`src/rtl/ps2_host_tx.sv`:
```
// ps2_host_tx: host-to-device PS/2 transmitter.
// Sends one command byte to the device:
//   - the clock is held low to inhibit the device, then a start bit is driven;
//   - data bits go out on device clock falling edges, followed by odd parity and the stop bit;
//   - the device ACK is sampled on the eleventh falling edge;
//   - once both lines are idle again, the bus is handed back and the transfer is reported.
// The lines are driven open-drain through active-high pull-low enables.
// Optional build macro PS2_HOST_TX_RETRY_EN: a failed transfer is retried once with
// the same byte before it is reported.
// Handshake: i_valid/o_ready. A byte is taken on a rising i_clk edge where both are
// high. o_ready is high in the idle and done states only, so i_valid while busy is
// ignored. o_done pulses for one cycle per completed transfer. o_err qualifies
// o_done and holds its value until the next accept.
`timescale 1ns/1ps
module ps2_host_tx #(
    parameter int INHIBIT_CYCLES = 5000,
    parameter int TIMEOUT_CYCLES = 750000
) (
    input  logic       i_clk,
    input  logic       i_rst_n,
    input  logic       i_valid,
    input  logic [7:0] i_byte,
    output logic       o_ready,
    output logic       o_done,
    output logic       o_err,
    output logic       o_busy,
    input  logic       i_ps2_clk,
    input  logic       i_ps2_data,
    output logic       o_ps2_clk_oe,
    output logic       o_ps2_data_oe
);

    localparam int MAX_CYCLES = (INHIBIT_CYCLES > TIMEOUT_CYCLES) ? INHIBIT_CYCLES : TIMEOUT_CYCLES;
    localparam int CNT_W      = $clog2(MAX_CYCLES) + 1;
    localparam logic [CNT_W-1:0] INH_LAST = CNT_W'(INHIBIT_CYCLES - 1);
    localparam logic [CNT_W-1:0] TO_LIMIT = CNT_W'(TIMEOUT_CYCLES);

    typedef enum logic [2:0] {
        S_IDLE,
        S_INHIBIT,
        S_START,
        S_SEND,
        S_ACK,
        S_WAIT_IDLE,
        S_DONE
    } state_t;

    state_t           state_q, state_d;
    logic [CNT_W-1:0] cnt_q, cnt_d;
    logic [3:0]       idx_q, idx_d;
    logic [7:0]       byte_q, byte_d;
    logic             par_q, par_d;
    logic             err_q, err_d;
    logic             clk_oe_q, clk_oe_d;
    logic             data_oe_q, data_oe_d;
`ifdef PS2_HOST_TX_RETRY_EN
    logic             retry_q, retry_d;
`endif

    logic clk_meta, clk_sync, clk_prev;
    logic data_meta, data_sync;
    logic fall;
    logic finish;
    logic finish_err;

    // Two-flop synchronisers on both PS/2 lines plus the previous clock level for edge detect.
    always_ff @(posedge i_clk) begin
        if (!i_rst_n) begin
            clk_meta  <= 1'b1;
            clk_sync  <= 1'b1;
            clk_prev  <= 1'b1;
            data_meta <= 1'b1;
            data_sync <= 1'b1;
        end else begin
            clk_meta  <= i_ps2_clk;
            clk_sync  <= clk_meta;
            clk_prev  <= clk_sync;
            data_meta <= i_ps2_data;
            data_sync <= data_meta;
        end
    end

    assign fall = clk_prev & ~clk_sync;

    // State register and all datapath registers.
    always_ff @(posedge i_clk) begin
        if (!i_rst_n) begin
            state_q   <= S_IDLE;
            cnt_q     <= '0;
            idx_q     <= '0;
            byte_q    <= '0;
            par_q     <= 1'b0;
            err_q     <= 1'b0;
            clk_oe_q  <= 1'b0;
            data_oe_q <= 1'b0;
`ifdef PS2_HOST_TX_RETRY_EN
            retry_q   <= 1'b0;
`endif
        end else begin
            state_q   <= state_d;
            cnt_q     <= cnt_d;
            idx_q     <= idx_d;
            byte_q    <= byte_d;
            par_q     <= par_d;
            err_q     <= err_d;
            clk_oe_q  <= clk_oe_d;
            data_oe_q <= data_oe_d;
`ifdef PS2_HOST_TX_RETRY_EN
            retry_q   <= retry_d;
`endif
        end
    end

    // Next-state logic: frame sequencing, ACK sampling, timeout and completion.
    always_comb begin
        state_d    = state_q;
        cnt_d      = cnt_q;
        idx_d      = idx_q;
        byte_d     = byte_q;
        par_d      = par_q;
        err_d      = err_q;
        clk_oe_d   = clk_oe_q;
        data_oe_d  = data_oe_q;
        finish     = 1'b0;
        finish_err = err_q;
`ifdef PS2_HOST_TX_RETRY_EN
        retry_d    = retry_q;
`endif

        case (state_q)
            S_IDLE, S_DONE: begin
                if (i_valid) begin
                    // Accept: latch the byte and its odd parity, then inhibit the device.
                    byte_d    = i_byte;
                    par_d     = ~^i_byte;
                    err_d     = 1'b0;
                    cnt_d     = '0;
                    clk_oe_d  = 1'b1;
                    data_oe_d = 1'b0;
                    state_d   = S_INHIBIT;
`ifdef PS2_HOST_TX_RETRY_EN
                    retry_d   = 1'b0;
`endif
                end else begin
                    state_d = S_IDLE;
                end
            end

            S_INHIBIT: begin
                if (cnt_q == INH_LAST) begin
                    // Drive the start bit while the clock is still held low.
                    cnt_d     = '0;
                    data_oe_d = 1'b1;
                    state_d   = S_START;
                end else begin
                    cnt_d = cnt_q + CNT_W'(1);
                end
            end

            S_START: begin
                // Release the clock; the device now generates the clock.
                clk_oe_d = 1'b0;
                cnt_d    = '0;
                idx_d    = '0;
                state_d  = S_SEND;
            end

            S_SEND, S_ACK, S_WAIT_IDLE: begin
                cnt_d = cnt_q + CNT_W'(1);
                if (cnt_q == TO_LIMIT) begin
                    // Timeout wins over any edge seen in the same cycle.
                    finish     = 1'b1;
                    finish_err = 1'b1;
                end else if (state_q == S_SEND) begin
                    if (fall) begin
                        if (idx_q < 4'd8) begin
                            data_oe_d = ~byte_q[idx_q[2:0]];
                            idx_d     = idx_q + 4'd1;
                        end else if (idx_q == 4'd8) begin
                            data_oe_d = ~par_q;
                            idx_d     = idx_q + 4'd1;
                        end else begin
                            // Stop bit: release the data line.
                            data_oe_d = 1'b0;
                            state_d   = S_ACK;
                        end
                    end
                end else if (state_q == S_ACK) begin
                    if (fall) begin
                        // The device pulls data low to acknowledge.
                        err_d   = data_sync;
                        state_d = S_WAIT_IDLE;
                    end
                end else begin
                    if (clk_sync && data_sync) begin
                        finish     = 1'b1;
                        finish_err = err_q;
                    end
                end
            end

            default: state_d = S_IDLE;
        endcase

        if (finish) begin
            clk_oe_d  = 1'b0;
            data_oe_d = 1'b0;
`ifdef PS2_HOST_TX_RETRY_EN
            if (finish_err && !retry_q) begin
                // A single silent retry of the same byte.
                retry_d   = 1'b1;
                err_d     = 1'b0;
                cnt_d     = '0;
                clk_oe_d  = 1'b1;
                state_d   = S_INHIBIT;
            end else begin
                err_d   = finish_err;
                state_d = S_DONE;
            end
`else
            err_d   = finish_err;
            state_d = S_DONE;
`endif
        end
    end

    assign o_ready       = (state_q == S_IDLE) || (state_q == S_DONE);
    assign o_busy        = ~o_ready;
    assign o_done        = (state_q == S_DONE);
    assign o_err         = err_q;
    assign o_ps2_clk_oe  = clk_oe_q;
    assign o_ps2_data_oe = data_oe_q;

endmodule

```
`config.mk`:
```
export PLATFORM = sky130hd
export DESIGN_NAME = ps2_host_tx
export DESIGN_NICKNAME = d
export VERILOG_FILES = /design/src/rtl/ps2_host_tx.sv
export SDC_FILE = /design/constraint.sdc
export NUM_CORES = 1
export LEC_CHECK = 0
export ABC_AREA = 1
export ABC_CLOCK_PERIOD_IN_PS = 1620
export CORE_MARGIN = 4
export CORE_UTILIZATION = 53
export CTS_BUF_LIST = sky130_fd_sc_hd__clkbuf_16
export CTS_CLUSTER_DIAMETER = 30
export CTS_CLUSTER_SIZE = 30
export DETAILED_ROUTE_END_ITERATION = 8
export PLACE_DENSITY = 0.87
export SYNTH_ARGS = -nofsm -noshare
export SYNTH_HDL_FRONTEND = slang
export SYNTH_SLANG_ARGS = --single-unit
```
`constraint.sdc`:
```
create_clock -name i_clk -period 1.62 [get_ports i_clk]
set_input_delay 0.243 -clock i_clk [delete_from_list [all_inputs] [get_ports i_clk]]
set_output_delay 0.243 -clock i_clk [all_outputs]
set_load 0.01 [all_outputs]
```
==> run_results.csv, run 1 <==
group,metric,value,unit
yosys,synth.most_common_cell,"nand2_1",
floorplanning,coreArea,0.004880,mm2
power_and_ir_drop,p_total,4994,uW
worst_setup_path,worstSetupStartpointType,"flop",
clock_network,clk_pin_slew,0.07,ns
worst_setup_path,cp.arrival,1.91,ns
clock_network,cts.path.max_buffers,2,
floorplanning,die_w,80.04,um
yosys,synth_commonest_cells,"nand2_1 (78), nor2_1 (77), inv_1 (48)",
power_and_ir_drop,switching_share,39.88,%
clock_network,hold_buffers,0,
status,outcome,"finished, violations left",
floorplanning,start_util,56.36,%
power_and_ir_drop,comb_power_share,47.7,%
routing,antenna_left,0,
final_layout,nets,482,
yosys,syn_avg_cell_area,6.691,um2
sta,fin_crit_sh,106.7,%
yosys,synth_top_cell_area_share,32.76,%
worst_setup_path,path_max_fanout,4,
power_and_ir_drop,irDropWorstVdd,0.0008340,V
worst_setup_path,path_class,"reg2reg",
yosys,syn_inst,411,
yosys,yosysTopAreaCell,"dfxtp_1",
sta,rsz0062_at_grt,"yes",
sta,max_clock_freq,578.8,MHz
routing,wl,7.666,mm
yosys,synth_edf_count,0,
yosys,synth_async_sr_flop_share,0,%
routing,drc,0,
routing,drt_iter0_drc,388,
power_and_ir_drop,pwr-share-seq,28.7,%
yosys,synth_flop_cell,"dfxtp_1",
final_layout,final_cells,533,
clock_network,cts_root_buffer,"clkbuf_16",
hold_path,hp-class,"reg2reg",
routing,wl_per_cell,14.38,um
floorplanning,fp-row-count,25,
placed_design,dp_hpwl,5.025,mm
routing,drt_pass1_iterations,5,
final_layout,drive_above_1_share,24.68,%
global_route,grt_max_degree,17,
sta,setup_viol,22,
worst_setup_path,end_kind,"flop",
global_route,grt_pass1_wl,11.80,mm
clock_network,h-tree-depth,2,
routing,vias_per_cell,5.518,
yosys,ys_seq_area_share,32.76,%
floorplanning,pin_count,19,
sta,period_minus_slack,1.728,ns
yosys,yosysUniqueCellTypes,37,
global_route,antenna_found_initial,0,
clock_network,cts_made_buffers,5,
power_and_ir_drop,leakage,0.001511,uW
floorplanning,die_h,80.04,um
power_and_ir_drop,p_int,3003,uW
clock_network,cts_tree,"done",
placed_design,placedCellCount,520,
sta,worstMarginPinSlew,0.3745,ns
global_route,grtUsageTotal,23.27,%
power_and_ir_drop,p_sw,1992,uW
sta,hold_violations,0,
sta,relSlewSlack,74.84,%
run,maxCapViolations,0,
yosys,synth_nets,428,
yosys,synth_area,0.002750,mm2
final_layout,fin_util,72.33,%
status,violations,"setup timing",
final_layout,syn_to_final_growth,28.34,%
final_layout,n_antenna_cell,0,
clock_network,cts_num_sinks,45,
routing,via_count,2941,
yosys,synth-seq-cells,45,
sta,setup_ws,-0.1078,ns
sta,skew,0.006694,ns
global_route,overflow,0,
placed_design,gp_congestion,0.9323,
worst_setup_path,required,1.80,ns
yosys,yosys-top-cells-area,"dfxtp_1 (33%), nand2_1 (11%), nor2_1 (11%)",
sta,final-max-slew-violation-count,0,
power_and_ir_drop,clockPowerShare,23.6,%
global_route,grt_pass1_vias,2673,
floorplanning,die_area,0.006406,mm2
power_and_ir_drop,power_density,1415,mW/mm2
placed_design,port_buffers,18,
clock_network,clock_latency,0.29,ns
yosys,ys_warn_count,0,
## area by class of cell
type / count / area, um2
Clock buffer: 5 / 125.1
Clock inverter: 3 / 46.29
Fill cell: 361 / 1350
Inverter: 55 / 206.4
Multi-Input combinational cell: 304 / 1680
Sequential cell: 45 / 915.9
Tap cell: 67 / 83.83
Timing Repair Buffer: 54 / 471.7
## routing by layer
| metal | routed length (um) | GRT usage, % | share of wire [%] | vias to the layer above |
|---|---|---|---|---|
| li1 | - | - | - | 1424 |
| met1 | 3090 | 29.01 | 40 | 1311 |
| met2 | 3662 | 39.74 | 48 | 167 |
| met3 | 617 | 4.063 | 8.0 | 39 |
| met4 | 296 | 8.784 | 3.9 | 0 |
| met5 | 0 | 0 | 0 | - |
## worst paths after layout
kind,from,endpoint,slack (ns),depth (start not counted)
max reg2reg,cnt_q[6],state_q[0],-0.11,11
min reg2reg,data_meta,data_sync,0.42,1
min,data_meta,data_sync,0.42,1
max,cnt_q[6],state_q[0],-0.11,11
## power by group through the flow
stage | Clock, uW | Sequential (uW) | Combinational (uW)
after detailed placement | 0 | 1430 | 2220
final | 1180 | 1430 | 2380
after global routing | 1230 | 1460 | 2620
after global placement | 0 | 1420 | 2150
after floorplan | 0 | 1420 | 1460
after CTS | 1180 | 1410 | 2240
## registers in the layout, summed over array words and instances (netlist names)
name and flops:
byte_q 8, clk_meta 1, clk_prev 1, clk_sync 1, cnt_q 21, data_meta 1
data_sync 1, idx_q 4, o_err 1, o_ps2_clk_oe 1, o_ps2_data_oe 1, par_q 1
state_q 3
## worst max-delay path, cell delays in order (launching register included)
cell,delay [ns]
dfxtp_1,0.35
nor2_1,0.21
nand2_1,0.07
nor2_1,0.19
nand3_1,0.18
nand2_2,0.14
buf_4,0.12
nand2_1,0.06
nor2_1,0.14
nand2_1,0.07
nand2_1,0.06
nor2_1,0.04
## what timing repair did
item / in CTS / in global routing
buffers inserted: 0 / 5
pin swaps: 2 / 10
setup endpoints to repair: 9 / 36
gates resized for setup: 5 / 35
cloned: 0 / 0
## per-stage QoR
stage,setup WS (ns),instance area (um2),TNS (ns),hold WS [ns]
after floorplan,0.04191,2751,0,0.3496
after global placement,-0.1221,3217,-0.5721,0.3968
after detailed placement,-0.1677,3217,-1.084,0.4050
after CTS,0.001665,3387,0,0.4209
after global routing,-0.2132,3530,-2.633,0.4393
final,-0.1078,3530,-1.019,0.4225
## placed cells by master (no fill, tap or decap), drive strengths merged, types with 6 or more instances in the layout
cell,n
o21ai,24
dfxtp,45
or2,7
inv,54
nand2,91
buf,36
a21oi,17
nor2,86
o211ai,6
nand4,14
clkdlybuf4s50,15
xnor2,6
nand3,25
nor3,10
## kinds of logic (layout without fill, tap and decap cells)
| logic type | after synthesis | in the layout | synth area share [%] |
|---|---|---|---|
| AO/OA/AOI/OAI | 54 | 54 | 11.92 |
| adder cells (fa/ha/maj) | 4 | 4 | 1.820 |
| buffers and inverters | 62 | 117 | 9.509 |
| XOR/XNOR | 11 | 11 | 3.503 |
| flip-flops | 45 | 45 | 32.76 |
| AND/OR/NAND/NOR | 235 | 235 | 40.49 |
No activity file was read; power rests on OpenSTA's default activity.
==> inputs of run 2 (changes only) <==
RECOVER_POWER = 50   (was default)
==> run 2 against run 1 <==
The run still ends with setup timing left. Non-clock buffer count is the same. Combinational power is essentially flat. First-iteration DRC count shrank 6.4%. Critical path depth shrank 1. Clock skew shrank 0.0012 ns. Core utilization shrank 0.23 points.
==> run_results.csv, run 2 (same netlist as run 1, synthesis figures left out) <==
group,metric,value,unit
floorplanning,die_area,0.006406,mm2
clock_network,cts.path.max_buffers,2,
worst_setup_path,required,1.80,ns
placed_design,port_buffers,18,
clock_network,cts_made_buffers,5,
floorplanning,die_w,80.04,um
power_and_ir_drop,power_density,1409,mW/mm2
global_route,antenna_found_initial,0,
routing,routed-wl-met3,599,um
routing,wl,7.630,mm
global_route,grt_pass1_wl,11.80,mm
power_and_ir_drop,leakage,0.001514,uW
sta,setup_viol,23,
floorplanning,start_util,56.36,%
final_layout,top_register,"cnt_q",
run,maxCapViolations,0,
final_layout,final_common_cell,"nand2_1",
worst_setup_path,path_max_fanout,4,
placed_design,gp_congestion,0.9323,
worst_setup_path,crit_chain,"nor2_1 -> nand2_1 -> nor2_1 -> nand3_1 -> buf_4 -> buf_4 -> nand3_1 -> o211ai_1 -> nand2_1 -> inv_1",
routing,route.met2.wl,3.649,mm
clock_network,cts_root_buffer,"clkbuf_16",
routing,drt_iter0_drc,363,
placed_design,placedCellCount,520,
final_layout,n_antenna_cell,0,
sta,worstMarginPinSlew,0.7688,ns
clock_network,cts_tree,"done",
worst_setup_path,worstSetupStartpointType,"flop",
global_route,overflow,0,
sta,period_minus_slack,1.748,ns
clock_network,h-tree-depth,2,
routing,routed.top_layer,"met4",
worst_setup_path,cp.arrival,1.92,ns
final_layout,drive_above_1_share,24.25,%
sta,setup_ws,-0.1283,ns
floorplanning,fp-row-count,25,
sta,holdWs,0.4216,ns
worst_setup_path,rrSetupSlack,-0.13,ns
clock_network,clock_latency,0.29,ns
worst_setup_path,cpLargestDelayFamily,"simple AND/OR/NAND/NOR gates",
worst_setup_path,end_kind,"flop",
routing,drc,0,
global_route,grt_pass1_vias,2673,
placed_design,dp_hpwl,5.025,mm
sta,final-max-slew-violation-count,0,
worst_setup_path,cp.buffers_inverters,3,
final_layout,final_cells,533,
final_layout,syn_to_final_growth,27.93,%
worst_setup_path,worst_path_max_delay_cell,"dfxtp_1",
routing,wl_per_cell,14.32,um
floorplanning,pin_count,19,
routing,m1WireLength,3.101,mm
routing,antenna_left,0,
global_route,grtUsageTotal,23.27,%
final_layout,largest_reg_flops,21,
final_layout,top_regs,"cnt_q: 21 flops, byte_q: 8 flops, idx_q: 4 flops",
clock_network,cts_num_sinks,45,
hold_path,hp-class,"reg2reg",
final_layout,nets,482,
status,violations,"setup timing",
routing,vias_per_cell,5.523,
global_route,grt_max_degree,17,
power_and_ir_drop,irDropWorstVdd,0.0008332,V
floorplanning,coreArea,0.004880,mm2
routing,via_count,2944,
clock_network,clk_pin_slew,0.06,ns
sta,rsz0062_at_grt,"yes",
sta,relSlewSlack,48.75,%
status,outcome,"finished, violations left",
worst_setup_path,path_class,"reg2reg",
floorplanning,die_h,80.04,um
final_layout,n_fill_cell,363,
sta,fin_crit_sh,107.9,%
worst_setup_path,critical_path.max_stage_delay,0.35,ns
final_layout,layout_common_cells,"nand2_1 (74), nor2_1 (73), inv_1 (47)",
sta,hold_violations,0,
sta,max_clock_freq,572.0,MHz
sta,skew,0.005523,ns
routing,drt_pass1_iterations,5,
## run 2: repair_timing
| action | in CTS | in global routing |
|---|---|---|
| hold buffers | 0 | 0 |
| endpoints found under the hold margin | 0 | 0 |
| gates resized for setup | 5 | 35 |
| pin swaps | 2 | 10 |
| setup buffers | 0 | 5 |
| gates cloned | 0 | 0 |
| endpoints found under the setup margin | 9 | 36 |
## run 2: power by group
part / internal, uW / switching (uW)
logic: 955 / 1400
registers: 1290 / 139
clock network: 730 / 444
## run 2: final timing paths
path,end,cells past startpoint,startpoint
worst min-delay path,data_sync,1,data_meta
worst max register to register,cnt_q[8],10,cnt_q[6]
worst min register to register,data_sync,1,data_meta
worst max-delay path,cnt_q[8],10,cnt_q[6]
## run 2: cell type report
class | instances | area (um2) | share of cell area [%]
clock buffer | 5 | 125.1 | 3.556
clock inverter | 3 | 46.29 | 1.316
inverter | 55 | 206.4 | 5.868
multi-input combinational | 304 | 1678 | 47.69
sequential | 45 | 915.9 | 26.03
tap | 67 | 83.83 | 2.383
timing repair buffer | 54 | 462.9 | 13.16
## run 2: metal layers
metal / up-vias / global-route usage [%]
met5: - / 0
met2: 166 / 39.74
met4: 0 / 8.784
met3: 36 / 4.063
li1: 1428 / -
met1: 1314 / 29.01
## run 2: per-stage QoR
step                setup TNS, ns  power [uW]  util [%]  setup slack [ns]  instance area, um2
global placement          -0.5721        3573     65.92           -0.1221                3217
finish                     -1.405        4959     72.10           -0.1283                3518
global route               -2.774        5279     72.10           -0.2132                3518
floorplan                       0        2878         -           0.04191                2751
CTS                             0        4828     69.41          0.001665                3387
detailed placement         -1.084        3649     65.92           -0.1677                3217
## run 2: worst register-to-register path, cell delays in order, from the launching register on
cell,delay [ns]
dfxtp_1,0.35
nor2_1,0.20
nand2_1,0.07
nor2_1,0.19
nand3_1,0.19
buf_4,0.18
buf_4,0.13
nand3_1,0.08
o211ai_1,0.10
nand2_1,0.09
inv_1,0.06
==> inputs of run 3 (changes only) <==
GPL_TIMING_DRIVEN = 0   (was default)
==> run 3 against run 2 <==
Sequential share of layout area up 0.82 points. Non-clock buffer count down 14. The flow still finishes with violations (setup timing). Combinational power up 6%. Critical path type unchanged. Power up 0.66%. Clock power down 15%. First-iteration DRC count up 31%. Core utilization down 0.67 points. Critical path depth up 2. Clock skew up 0.0041 ns. Worst setup slack better by 0.059 ns. Maximum frequency up 3.5%. Cell area down 0.92%. Largest power group unchanged.
==> run_results.csv, run 3 (same netlist as run 1, synthesis figures left out) <==
group,metric,value,unit
placed_design,dp_hpwl,4.734,mm
worst_setup_path,worstSetupStartpointType,"flop",
hold_path,hp-class,"in2reg",
worst_setup_path,critical_path.max_stage_delay,0.39,ns
global_route,grt_max_degree,14,
worst_setup_path,end_kind,"flop",
clock_network,clock_latency,0.29,ns
worst_setup_path,path_max_fanout,5,
final_layout,top_register,"cnt_q",
routing,antenna_left,0,
floorplanning,die_w,80.04,um
routing,vias_per_cell,5.861,
power_and_ir_drop,irDropWorstVdd,0.0008834,V
sta,setup_ws,-0.06957,ns
floorplanning,die_h,80.04,um
routing,drc,0,
global_route,grt_pass1_wl,11.66,mm
final_layout,top_regs,"cnt_q: 21 flops, byte_q: 8 flops, idx_q: 4 flops",
sta,skew,0.009605,ns
floorplanning,die_area,0.006406,mm2
power_and_ir_drop,power_density,1432,mW/mm2
routing,via_count,3042,
routing,wl_per_cell,15.88,um
final_layout,syn_to_final_growth,26.75,%
clock_network,cts.path.max_buffers,2,
worst_setup_path,crit_path_start,"cnt_q[9]",
global_route,grtUsageTotal,22.77,%
global_route,overflow,0,
status,violations,"setup timing",
sta,period_minus_slack,1.690,ns
worst_setup_path,cp.arrival,1.88,ns
worst_setup_path,ff2ff_path_depth,12,
worst_setup_path,path_class,"reg2reg",
final_layout,drive_above_1_share,26.33,%
clock_network,cts_made_buffers,5,
final_layout,fin_area,0.003486,mm2
final_layout,n_fill_cell,387,
final_layout,regArea,935.9,um2
worst_setup_path,cpLargestDelayFamily,"simple AND/OR/NAND/NOR gates",
sta,rsz0062_at_grt,"yes",
worst_setup_path,worst_path_max_delay_cell,"dfxtp_2",
routing,drt_pass1_iterations,8,
final_layout,layout_common_cells,"nand2_1 (74), nor2_1 (65), inv_1 (45)",
global_route,antenna_found_initial,0,
status,outcome,"finished, violations left",
sta,final-max-slew-violation-count,0,
sta,setup-tns-final,-0.1314,ns
final_layout,nets,468,
clock_network,h-tree-depth,2,
routing,drt_iter0_drc,476,
sta,relSlewSlack,76.33,%
worst_setup_path,cp.buffers_inverters,2,
final_layout,fin_util,71.44,%
sta,fin_crit_sh,104.3,%
clock_network,cts_root_buffer,"clkbuf_16",
floorplanning,pin_count,19,
hold_path,hold_start,"i_rst_n",
placed_design,place_area,0.003005,mm2
run,maxCapViolations,0,
placed_design,port_buffers,17,
floorplanning,coreArea,0.004880,mm2
global_route,grt_pass1_vias,2654,
floorplanning,start_util,56.36,%
final_layout,final_common_cell,"nand2_1",
sta,max_clock_freq,591.9,MHz
power_and_ir_drop,leakage,0.001451,uW
routing,wl,8.243,mm
worst_setup_path,rrSetupSlack,-0.07,ns
clock_network,clk_pin_slew,0.07,ns
worst_setup_path,rr_startpoint,"cnt_q[9]",
floorplanning,fp-row-count,25,
sta,setup_viol,8,
sta,hold_violations,0,
placed_design,gp_congestion,0.9209,
clock_network,cts_tree,"done",
hold_path,whs_endpoint,"state_q[2]",
worst_setup_path,reg2reg_to,"state_q[1]",
final_layout,largest_reg_flops,21,
hold_path,hold_path_depth,3,
final_layout,n_antenna_cell,0,
worst_setup_path,required,1.81,ns
sta,worstMarginPinSlew,0.3524,ns
worst_setup_path,crit_chain,"nand2_1 -> inv_1 -> nand2_1 -> nor2_1 -> nand3_1 -> nand2_2 -> buf_4 -> nand2_1 -> nand2_2 -> nand2_2 -> nor2_1 -> nor2_1",
clock_network,cts_num_sinks,45,
worst_setup_path,cp_num_cells,12,
final_layout,multiInputGateArea,0.001734,mm2
-- run 3: area by class of cell --
cell class	count	area share (%)
Timing Repair Buffer	34	9.296
Inverter	55	6.138
Buffer	6	1.579
Clock inverter	3	0.3948
Sequential cell	45	26.85
Clock buffer	5	3.589
Tap cell	67	2.405
Multi-Input combinational cell	304	49.75
-- run 3: worst max-delay path by stage --
stage | to | slack [ns]
6_report | state_q[1] | -0.07
5_1_grt | state_q[1] | -0.26
4_1_cts | cnt_q[3] | 0.002
3_5_place_dp | byte_q[7] | -0.17
3_3_place_gp | byte_q[7] | -0.18
2_1_floorplan | idx_q[0] | 0.04
-- run 3: worst min-delay path: stages --
cell	delay, ns
buf_2	0.17
nand2_1	0.11
a21oi_1	0.04
-- run 3: power by group --
part	switching, uW	internal, uW	total (uW)
registers	179	1310	1490
clock network	441	561	1000
logic	1460	1030	2500
-- run 3: timing repair --
item / 4_1_cts / 5_1_grt
setup endpoints to repair: 24 / 36
pin swaps: 4 / 15
buffers inserted: 2 / 14
hold endpoints to repair: 0 / 0
hold buffers: 0 / 0
gates cloned: 0 / 1
gates resized for setup: 16 / 57
-- run 3: stage by stage --
step                instances  total power, uW  hold WS, ns  setup WS [ns]
floorplan                 411             2878       0.3496        0.04191
global placement          495             3328       0.3982        -0.1796
detailed placement        495             3388       0.4115        -0.1717
CTS                       505             4456       0.2987       0.001567
global route              519             5264       0.3197        -0.2649
finish                    519             4992       0.3001       -0.06957
-- run 3: metal layers --
metal	track usage [%]	up-vias	part of all wire, %
li1	-	1405	-
met5	0	-	0
met4	8.108	0	4.8
met1	28.82	1370	39
met3	3.837	54	9.1
met2	38.66	213	47
